<file path="src/rtl/circuit_e.sv">
// Three-input truth-table function with registered copy, rising-edge pulse and a
// saturating ones counter. Define CIRCUIT_E_HIST_EN to build the per-minterm histogram.
module circuit_e #(
    parameter logic [7:0] TRUTH_TABLE = 8'b1001_0110,
    parameter int         CNT_W       = 8
) (
    input  logic             clk,
    input  logic             rst_n,
    input  logic             x,
    input  logic             y,
    input  logic             z,
    output logic             f,
    output logic             f_q,
    output logic             f_rise,
    output logic [CNT_W-1:0] ones_cnt,
    input  logic [2:0]       hist_sel,
    output logic [CNT_W-1:0] hist_q
);

    // Counters stick at all-ones instead of wrapping.
    function automatic logic [CNT_W-1:0] sat_inc(input logic [CNT_W-1:0] v);
        return (&v) ? v : v + {{(CNT_W-1){1'b0}}, 1'b1};
    endfunction

    logic [2:0]       minterm;
    logic             f_q_q;
    logic             f_q_d;
    logic             f_rise_q;
    logic             f_rise_d;
    logic [CNT_W-1:0] ones_cnt_q;
    logic [CNT_W-1:0] ones_cnt_d;

    assign minterm = {x, y, z};
    assign f       = TRUTH_TABLE[minterm];

    // f_rise is registered so it lines up with the first cycle f_q reads 1.
    always_comb begin
        f_q_d      = f;
        f_rise_d   = f & ~f_q_q;
        ones_cnt_d = f ? sat_inc(ones_cnt_q) : ones_cnt_q;
    end

    always_ff @(posedge clk) begin
        if (!rst_n) begin
            f_q_q      <= 1'b0;
            f_rise_q   <= 1'b0;
            ones_cnt_q <= '0;
        end else begin
            f_q_q      <= f_q_d;
            f_rise_q   <= f_rise_d;
            ones_cnt_q <= ones_cnt_d;
        end
    end

    assign f_q      = f_q_q;
    assign f_rise   = f_rise_q;
    assign ones_cnt = ones_cnt_q;

`ifdef CIRCUIT_E_HIST_EN
    logic [CNT_W-1:0] hist_cnt_q [8];
    logic [CNT_W-1:0] hist_cnt_d [8];

    always_comb begin
        for (int i = 0; i < 8; i++) begin
            hist_cnt_d[i] = (minterm == 3'(i)) ? sat_inc(hist_cnt_q[i]) : hist_cnt_q[i];
        end
    end

    always_ff @(posedge clk) begin
        for (int i = 0; i < 8; i++) begin
            if (!rst_n) begin
                hist_cnt_q[i] <= '0;
            end else begin
                hist_cnt_q[i] <= hist_cnt_d[i];
            end
        end
    end

    assign hist_q = hist_cnt_q[hist_sel];
`else
    logic unused_hist_sel;

    assign unused_hist_sel = ^hist_sel;
    assign hist_q          = '0;
`endif

endmodule

</file>
<file path="config.mk">
export PLATFORM = sky130hd
export DESIGN_NAME = circuit_e
export DESIGN_NICKNAME = d
export VERILOG_FILES = /design/src/rtl/circuit_e.sv
export SDC_FILE = /design/constraint.sdc
export NUM_CORES = 1
export LEC_CHECK = 0
export ABC_AREA = 1
export ABC_CLOCK_PERIOD_IN_PS = 2700
export BUFFER_PORTS_ARGS = -buffer_cell sky130_fd_sc_hd__buf_2
export CAP_MARGIN = 5
export CORE_AREA = 2 2 39 41
export CTS_BUF_LIST = sky130_fd_sc_hd__clkbuf_4 sky130_fd_sc_hd__clkbuf_8
export DETAILED_ROUTE_END_ITERATION = 10
export DIE_AREA = 0 0 41 43
export GPL_TIMING_DRIVEN = 0
export PLACE_DENSITY = 0.82
export SYNTH_ARGS = -nofsm -noshare
export SYNTH_HDL_FRONTEND = slang
export SYNTH_SLANG_ARGS = --single-unit
</file>
<file path="constraint.sdc">
create_clock -name clk -period 2.7 [get_ports clk]
set_clock_uncertainty 0.1 [all_clocks]
set_input_delay 0.27 -clock clk [delete_from_list [all_inputs] [get_ports clk]]
set_output_delay 0.27 -clock clk [all_outputs]
set_load 0.05 [all_outputs]
</file>
# ---- Word-level counts from Yosys, hierarchy flattened
# Memory sizes are Yosys's and may differ from the RTL's.
# Cells that the tools add are included.
dict set report op_classes {
  n_addsub 1
  magnitude_cmp 1
  muxes 1
  bitwise 3
  n_reduce_logical 2
}
# op count
set ops {}
lappend ops {{adder 8 x 1 -> 8 bit, second input constant} 1}
lappend ops {{AND reduction 8 bit} 1}
lappend ops {{< comparator 3 x 4 -> 1 bit, second input constant} 1}
lappend ops {{NOT 1 bit} 2}
lappend ops {{AND reduction 2 bit} 1}
lappend ops {{AND 1 bit} 1}
lappend ops {{two-way mux 1 bit} 1}
dict set report word_totals {
  regBits 10
  mem_bits_ro 8
  inputBits 8
  wordCells 12
  n_memories 1
}
# memory words word_bits rd rd_clocked_by_memory_dff write_ports line_no
set memory_table {}
lappend memory_table {{(name not given)} 8 1 1 0 0 34} ;# assign f = TRUTH_TABLE[minterm];

# ---- Longest topological paths before layout
# Gate-level depths: netlist of the first run.
dict set report logic_depth {
  depth_word 3
  ltp_mapped 8
  ltp_nobuf 8
}

# ---- Worst setup path after synthesis of the first run
# OpenSTA, ideal clock, no wires.
dict set report synth_timing {
  kind {reg-to-reg}
  start {register ones_cnt_q[0] (netlist: ones_cnt[0])}
  end {register ones_cnt_q[0] (netlist: ones_cnt[0])}
  setup_ns 0.117
  t_arrival_ns 1.511
  required_time_ns 2.483
  setup_slack_ns 0.972
  stages_incl_launch_ff 7
  n_path_buf 0
  period_less_slack_ns 1.728
  cell_sequence {dfxtp_1 ha_1 nand2_2 inv_1 nand3_4 a21oi_1 nor2_1}
}
dict set report synth_between {
  elab_chain_cells 3
  word_cells_on_any_way 4
  classes_between {add/sub (1); bitwise (1); reduce/logical (2)}
}
# element line_no
set synth_rtl {}
lappend synth_rtl {{from (decl)} 30} ;# logic [CNT_W-1:0] ones_cnt_q;
lappend synth_rtl {{from (signal assigned)} 51} ;# ones_cnt_q <= ones_cnt_d;
lappend synth_rtl {{parallel branches: the longest is 3 deep, another holds adder 8 x 1 -> 8 bit} n/a}
# Parallel ways; which one is timed is not known.
# A chain may end at the register's enable or synchronous reset.

# ---- Worst setup path after layout of the first run
dict set report layout_timing {
  start {input port z}
  end {output port f}
}
dict set report layout_between {
  elab_chain_cells 2
}
# element line_no
set layout_rtl {}
lappend layout_rtl {{from (decl)} 11} ;# input logic z,
lappend layout_rtl {{memory read (8 x 1 bit)} n/a}
lappend layout_rtl {{two-way mux 1 bit (implied by the code)} 34}
lappend layout_rtl {{to (decl)} 12} ;# output logic f,
# Every way passes these cells. The select of a mux whose other input is x is not followed.

==> impl_summary.log, run 1 <==
INFO  metric antenna_violations_before_repair = 0
INFO  metric crit_required = ~2.3 ns
INFO  metric routed_wire_length = 1.35 mm
INFO  metric die_height = approximately 43 um
INFO  metric holdCritPathClass = in -> reg
INFO  metric met2_usage = 30.0%
INFO  metric final_util = around three fifths
INFO  metric postCtsSetupBuffers = 0
INFO  metric cts_buffer_depth = 2
INFO  metric detailed_place_hpwl = roughly 1.1 mm
INFO  metric post-route-period-util = a little over half
INFO  metric prevailing_post_synth_register_cell = dfxtp_1
INFO  metric proportion_of_netlist_area_held_by_the_largest_area_contributor = between 20% and 30%
INFO  metric drt_first_pass_iters = 3
INFO  metric clock-root-buffer = clkbuf_4
INFO  metric netlist_area = about 670 sq um
INFO  metric number_of_sinks_driven_by_the_clock_tree = 10
INFO  metric instances_no_fill = 145
INFO  metric power.ir.vdd_worst = just under 0.4 mV
INFO  metric final_nets = 140
INFO  metric hold_violations = 0
INFO  metric finalWeightedCongestion = 0.794
INFO  metric critPathMostFrequentCell = buf_2
INFO  metric layout.cell_area.non_filler = ~810 sq um
INFO  metric grt-busiest-layer = met2
INFO  metric diodes = 0
INFO  metric sum_of_internal_switching_and_leakage_power = between 0.4 and 0.5 mW
INFO  metric cts_inserted_buffers = 3
INFO  metric total_grt_overflow = 0
INFO  metric crit_path_top_delay_cell = buf_2
INFO  metric timing.critical_path.slowest_cell_delay = around 0.26 ns
INFO  metric achievable-frequency = between 0.6 and 0.7 GHz
INFO  metric critical_path.startpoint_type = input port
INFO  metric p_leak = 0.467 nW
INFO  metric synth_cell_type_count = 18
INFO  metric cts.htree.levels = 1
INFO  metric pin_count_of_the_biggest_net_entering_global_routing = 11
INFO  metric share_of_post_route_cells_with_drive_strength_above_1 = between 20% and 30%
INFO  metric asyncSetResetFlopFracSynth = 0%
INFO  metric cts_resized = 0
INFO  metric post_drt_wl_per_cell = around 9.3 um
INFO  metric synthesis.area_per_instance = 6.39 sq um
INFO  metric grt_pass1_vias = 557
INFO  metric syn-instance-count = 105
INFO  metric detailroute.via_count = a little under 700
INFO  metric row_count = 14
INFO  metric status = finished, final reports clean
INFO  metric first_iter_violations = 8
INFO  metric clk_transition_reported_paths = roughly 0.060 ns
INFO  metric synth.yosys.warnings = 0
INFO  metric top_level_pins = 27
INFO  metric seq_area_frac_synth = 29.9%
INFO  metric worst_path_arrival_time = about 1.1 ns
INFO  metric post_cts_hold_buffer_count = 0
INFO  metric fp.dieW = between 40 and 50 um
INFO  metric criticalPathCategory = in -> out
INFO  metric path_cells = buf_2 > inv_1 > nand2_1 > nand3_1 > nand2_2 > buf_6 > buf_2
INFO  metric globalRouteMet3Util = between 4 and 5%
INFO  metric number_of_routed_nets_with_antenna_violations = 0
INFO  metric vias_per_cell = about 4.6
INFO  metric dp_cells = between 100 and 150
INFO  metric slew_violations = 0
INFO  metric crit_path_max_fanout = 10
INFO  metric finalCriticalPeriod = 1.48 ns
INFO  metric synth_seq_cells = 10
INFO  metric port-buffer-count = 14
INFO  metric clock_latency = between 0.2 and 0.3 ns
INFO  metric core-area = 1380 sq um
INFO  metric initial_utilization = around 48%
INFO  metric synth_commonest_cells = nand2_1, inv_1, nand3_1
INFO  metric grt_setup_unrepaired = no
INFO  metric finalSetupTns = 0 ns
INFO  metric die-area = 1760 sq um
INFO  metric synth_area_leader_cell = dfxtp_1
INFO  metric yosys.cell_count.top_type = nand2_1
INFO  metric power_density = ~540 nW/um^2
INFO  metric detailed_place.area = 787 sq um
INFO  metric drc_errors = 0
INFO  metric element_type_at_the_critical_path_end = output port
INFO  metric global_route.usage.met1 = about a fifth
INFO  metric cts_tree = built
INFO  metric synth_edf_count = 0
INFO  metric global_route.usage.total = 18.2%
INFO  metric area_delta_synth_final = 20.7%
INFO  metric grt_pass1_wl = around 2.2 mm
INFO  metric setup_viol = 0
INFO  metric post_synth_main_area_contributors = dfxtp_1, nand2_1, nand3_1
INFO  metric max-cap-violations = 0
-- worst max-delay path: cells and delay by family --
family | cells | cell delay [ns]
buf+inv | 4 | 0.56
simple gates | 3 | 0.27
-- cells in the final DEF (no fill, tap or decap) --
cell and count:
conb_1 8, dfxtp_1 10, nor2_1 11, clkbuf_2 1
nand4_1 2, buf_4 8, buf_2 14, nor3_1 2
clkbuf_4 3, nand2_1 24, nor2_4 1, inv_1 17
nand3_1 13, nand3_4 1, buf_6 1, o21ai_0 2
a21oi_1 5, nand2_2 3, ha_1 1, nor2_2 2
-- final cells by class --
class	count	area (sq um)
Buffer	10	76.3
Clock buffer	3	22.5
Fill cell	145	574
Inverter	17	63.8
Multi-Input combinational cell	75	357
Sequential cell	10	200
Tap cell	16	20.0
Timing Repair Buffer	14	70.1
-- worst paths after layout --
path | start | end | slack [ns] | depth (start not counted)
min | rst_n | ones_cnt[5] | 0.21 | 3
max | z | f | 1.22 | 7
min reg2reg | f_q | f_rise | 0.32 | 1
max reg2reg | ones_cnt[0] | ones_cnt[0] | 1.25 | 6
-- registers in the layout, indices dropped and copies added, names as in the netlist --
| signal | cells |
|---|---|
| f_rise | 1 |
| ones_cnt | 8 |
| f_q | 1 |
-- logic make-up (layout without fill, tap and decap cells) --
group / count (synthesis) / count (layout) / share of synthesized area [%]
AND/OR/NAND/NOR: 59 / 59 / 41.6
buffers and inverters: 27 / 44 / 20.9
flip-flops: 10 / 10 / 29.9
AO/OA/AOI/OAI: 7 / 7 / 5.22
adder cells (fa/ha/maj): 1 / 1 / 1.87
other: 1 / 8 / 0.559
-- where the power goes --
group          switching (mW)  internal, mW  total, mW
combinational           0.113        0.0404      0.154
clock                  0.0542        0.0517      0.106
sequential             0.0149         0.160      0.175
-- per-stage QoR --
step	hold WS, ns	setup WS, ns
after detailed placement	0.321	1.22
after global routing	0.218	1.14
after global placement	0.303	1.25
after CTS	0.202	1.22
final	0.214	1.22
after floorplan	0.444	0.972
-- metal layers --
metal,routed length (um),vias up
met5,0,-
met4,33,0
met3,36,2
met2,694,10
met1,582,301
li1,-,360
No activity file was read; power rests on OpenSTA's default activity.
==> run 2: changes to the inputs <==
==> config.mk (replaced) <==
export PLATFORM = sky130hd
export DESIGN_NAME = circuit_e
export DESIGN_NICKNAME = d
export VERILOG_FILES = /design/src/rtl/circuit_e.sv
export SDC_FILE = /design/constraint.sdc
export NUM_CORES = 1
export LEC_CHECK = 0
export ABC_AREA = 0
export ABC_CLOCK_PERIOD_IN_PS = 1200
export BUFFER_PORTS_ARGS = -buffer_cell sky130_fd_sc_hd__buf_2
export CAP_MARGIN = 5
export CORE_UTILIZATION = 41
export CTS_BUF_LIST = sky130_fd_sc_hd__clkbuf_4 sky130_fd_sc_hd__clkbuf_8
export DETAILED_ROUTE_END_ITERATION = 10
export GPL_TIMING_DRIVEN = 0
export PLACE_DENSITY = 0.75
export SYNTH_ARGS = -nofsm -noshare
export SYNTH_HDL_FRONTEND = slang
export SYNTH_SLANG_ARGS = --single-unit
==> constraint.sdc (replaced) <==
create_clock -name clk -period 1.2 [get_ports clk]
set_clock_uncertainty 0.1 [all_clocks]
set_input_delay 0.12 -clock clk [delete_from_list [all_inputs] [get_ports clk]]
set_output_delay 0.12 -clock clk [all_outputs]
set_load 0.05 [all_outputs]
==> impl_summary.log, run 2 <==
INFO  metric synth_cell_type_count = 29 (was 18)
INFO  metric p_leak = 0.378 nW (was 0.467 nW)
INFO  metric crit_required = 1.30 ns (was 2.33 ns)
INFO  metric worst_path_arrival_time = 1.47 ns (was 1.11 ns)
INFO  metric port-buffer-count = 15 (was 14)
INFO  metric holdCritPathClass = in -> reg (unchanged)
INFO  metric netlist_area = 539 sq um (was 671 sq um)
INFO  metric cts_inserted_buffers = 3 (unchanged)
INFO  metric power.ir.vdd_worst = 0.656 mV (was 0.397 mV)
INFO  metric crit_path_max_fanout = 5 (was 10)
INFO  metric power.switching = 0.372 mW (was 0.182 mW)
INFO  metric routed_wire_length = 1.31 mm (was 1.35 mm)
INFO  metric prevailing_post_synth_register_cell = dfxtp_1 (unchanged)
INFO  metric vias_per_cell = 5.08 (was 4.64)
INFO  metric row_count = 12 (was 14)
INFO  metric post_synth_main_area_contributors = dfxtp_1, buf_4, xor3_2 (was dfxtp_1, nand2_1, nand3_1)
INFO  metric top_level_pins = 27 (unchanged)
INFO  metric clock-root-buffer = clkbuf_4 (unchanged)
INFO  metric global_route.usage.total = 20.7% (was 18.2%)
INFO  metric synth_area_leader_cell = dfxtp_1 (unchanged)
INFO  metric power_switching_share = 37.9% (was 42.0%)
INFO  metric sum_of_internal_switching_and_leakage_power = 0.981 mW (was 0.434 mW)
INFO  metric global_route.usage.met1 = 22.8% (was 19.7%)
INFO  metric initial_utilization = 46.0% (was 48.5%)
INFO  metric instances_no_fill = 105 (was 145)
INFO  metric finalSetupTns = -0.636 ns (was 0 ns)
INFO  metric syn-instance-count = 59 (was 105)
INFO  metric detailed_place_hpwl = 866 um (was 1.08 mm)
INFO  metric max-cap-violations = 0 (unchanged)
INFO  metric total_grt_overflow = 0 (unchanged)
INFO  metric timing.critical_path.slowest_cell_delay = 0.50 ns (was 0.26 ns)
INFO  metric final_nets = 101 (was 140)
INFO  metric number_of_routed_nets_with_antenna_violations = 0 (unchanged)
INFO  metric pin_count_of_the_biggest_net_entering_global_routing = 9 (was 11)
INFO  metric hold_violations = 0 (unchanged)
INFO  metric proportion_of_netlist_area_held_by_the_largest_area_contributor = 37.1% (was 29.9%)
INFO  metric clock_latency = 0.27 ns (about the same)
INFO  metric fp.dieW = 38.3 um (was 41 um)
INFO  metric largest_register_ffs = 8 (unchanged)
INFO  metric die_height = 38.3 um (was 43 um)
INFO  metric p_clk_share = 24.7% (was 24.4%)
INFO  metric post-route-period-util = 114%
INFO  metric cts_buffer_depth = 2 (unchanged)
INFO  metric synth_edf_count = 0 (unchanged)
INFO  metric cts.htree.levels = 1 (unchanged)
INFO  metric share_of_post_route_cells_with_drive_strength_above_1 = 54.9% (was 26.4%)
INFO  metric layout.cells.most_common = buf_4 (was nand2_1)
INFO  metric area_delta_synth_final = 51.3% (was 20.7%)
INFO  metric drc_errors = 0 (unchanged)
INFO  metric placement.setup.worst_slack = -0.401 ns (was 1.22 ns)
INFO  metric share_comb_of_total_power = 36.8% (was 35.4%)
INFO  metric criticalPathCategory = reg -> reg (was in -> out)
INFO  metric count_of_fill_cells_added_during_filler_insertion = 99 (was 145)
INFO  metric grt-busiest-layer = met2 (unchanged)
INFO  metric die-area = 1460 sq um (was 1760 sq um)
INFO  metric cts_tree = built (unchanged)
INFO  metric grt_setup_unrepaired = yes (was no)
INFO  metric critical_path.startpoint_type = flop (was input port)
INFO  metric seq_power_share = 38.5% (was 40.2%)
INFO  metric diodes = 0 (unchanged)
INFO  metric grt_pass1_wl = 2.06 mm (was 2.16 mm)
INFO  metric detailroute.via_count = 533 (was 673)
INFO  metric layout_setup_ws = -0.165 ns (was 1.22 ns)
INFO  metric failed_checks = setup timing
INFO  metric drt_first_pass_iters = 6 (was 3)
INFO  metric post_drt_wl_per_cell = 12.5 um (was 9.28 um)
INFO  metric core-area = 1170 sq um (was 1380 sq um)
INFO  metric crit_path_top_delay_cell = or4_4 (was buf_2)
INFO  metric path_cells = buf_6 > nand4_4 > or4_4 > a21oi_2 (was buf_2 > inv_1 > nand2_1 > nand3_1 > nand2_2 > buf_6 > buf_2)
INFO  metric met2_usage = 35.2% (was 30.0%)
INFO  metric synthesis.area_per_instance = 9.14 sq um (was 6.39 sq um)
INFO  metric element_type_at_the_critical_path_end = flop (was output port)
INFO  metric post_cts_hold_buffer_count = 0 (unchanged)
INFO  metric slew_violations = 0 (unchanged)
INFO  metric intPower = 0.609 mW (was 0.252 mW)
INFO  metric finalCriticalPeriod = 1.37 ns
INFO  metric synth_seq_cells = 10 (unchanged)
INFO  metric most-common-layout-cells = buf_4, buf_2, conb_1, clkbuf_4 (was nand2_1, inv_1, buf_2, nand3_1, nor2_1)
INFO  metric clk_transition_reported_paths = 0.07 ns (was 0.06 ns)
INFO  metric power_density = 1200 nW/um^2 (was 536 nW/um^2)
INFO  metric asyncSetResetFlopFracSynth = 0% (unchanged)
INFO  metric seq_area_frac_synth = 37.1% (was 29.9%)
INFO  metric grt_pass1_vias = 489 (was 557)
INFO  metric achievable-frequency = 0.732 GHz
INFO  metric synth_commonest_cells = dfxtp_1, buf_4, nand2_1, nor2_1, nand3_1 (was nand2_1, inv_1, nand3_1)
INFO  metric dp_cells = 95 (was 142)
INFO  metric yosys.cell_count.top_type = dfxtp_1 (was nand2_1)
INFO  metric globalRouteMet3Util = 9.30% (was 4.71%)
INFO  metric finalWeightedCongestion = 0.714 (was 0.794)
INFO  metric status = complete, but fails checks (was finished, final reports clean)
INFO  metric antenna_violations_before_repair = 0 (unchanged)
INFO  metric setup_viol = 7 (was 0)
INFO  metric synth.yosys.warnings = 0 (unchanged)
INFO  metric final.hold.worst_slack = 0.0189 ns (was 0.214 ns)
INFO  metric first_iter_violations = 19 (was 8)
INFO  metric number_of_sinks_driven_by_the_clock_tree = 10 (unchanged)
==> run 2: changes by cell type after synthesis, sizes merged, moves of 2 or more <==
cell / delta
a21oi: -3
inv: -15
nand2: -23
nor2: -10
nand3: -11
nor2b: +2
==> run 2: final cells by class <==
| type | count | area (sq um) | share of cell area (%) |
|---|---|---|---|
| Multi-Input combinational cell | 45 | 342 | 41.9 |
| Sequential cell | 10 | 213 | 26.1 |
| Tap cell | 14 | 17.5 | 2.15 |
| Inverter | 2 | 7.51 | 0.920 |
| Clock buffer | 3 | 22.5 | 2.76 |
| Clock inverter | 1 | 3.75 | 0.460 |
| Timing Repair Buffer | 22 | 150 | 18.4 |
| Buffer | 8 | 60.1 | 7.36 |
==> run 2: through the flow <==
| step | utilization (%) | area (sq um) |
|---|---|---|
| after floorplan | - | 613 |
| after global placement | 60.3 | 706 |
| after detailed placement | 60.3 | 706 |
| after CTS | 66.0 | 773 |
| after global routing | 69.7 | 816 |
| final | 69.7 | 816 |
==> run 2: what timing repair did <==
item | 4_1_cts | 5_1_grt
setup endpoints to repair | 9 | 11
pin swaps | 4 | 5
buffers inserted | 6 | 1
resized for setup | 4 | 9
==> run 2: cells by family after synthesis <==
group | synth area share (%)
AOI/OAI and AO/OA | 13.2
xor gates and xnor gates | 6.26
adders and majority gates | 2.32
buffers and inverters | 13.2
DFF | 37.1
muxes | 1.86
other | 0.695
and+or+nand+nor | 25.3
==> run 2: layer usage <==
metal	routed length [um]	up-vias	part of all wire, %
met1	528	241	40
met4	17	0	1.3
met5	0	-	0
met3	104	4	7.9
met2	661	24	50
li1	-	264	-
==> run 2: path summary, 6_finish.rpt <==
path / from / endpoint / slack [ns] / depth (start not counted)
hold / removal: rst_n / ones_cnt[1] / 0.02 / 3
setup / recovery: ones_cnt[0] / ones_cnt[5] / -0.17 / 4
hold reg to reg: f_q / f_rise / 0.30 / 1
setup reg to reg: ones_cnt[0] / ones_cnt[5] / -0.17 / 4
==> run 2: power by group through the flow <==
stage / logic, mW / clock network [mW] / registers (mW)
final: 0.361 / 0.243 / 0.378
after global placement: 0.284 / 0 / 0.396
after floorplan: 0.166 / 0 / 0.471
after global routing: 0.384 / 0.263 / 0.382
after CTS: 0.350 / 0.246 / 0.377
after detailed placement: 0.288 / 0 / 0.399
==> run 2: critical path: cells and delay by family (launching register included) <==
kind,cells,cell delay [ns]
simple gates,2,0.61
buf+inv,1,0.11
flops,1,0.37
compound gates,1,0.12
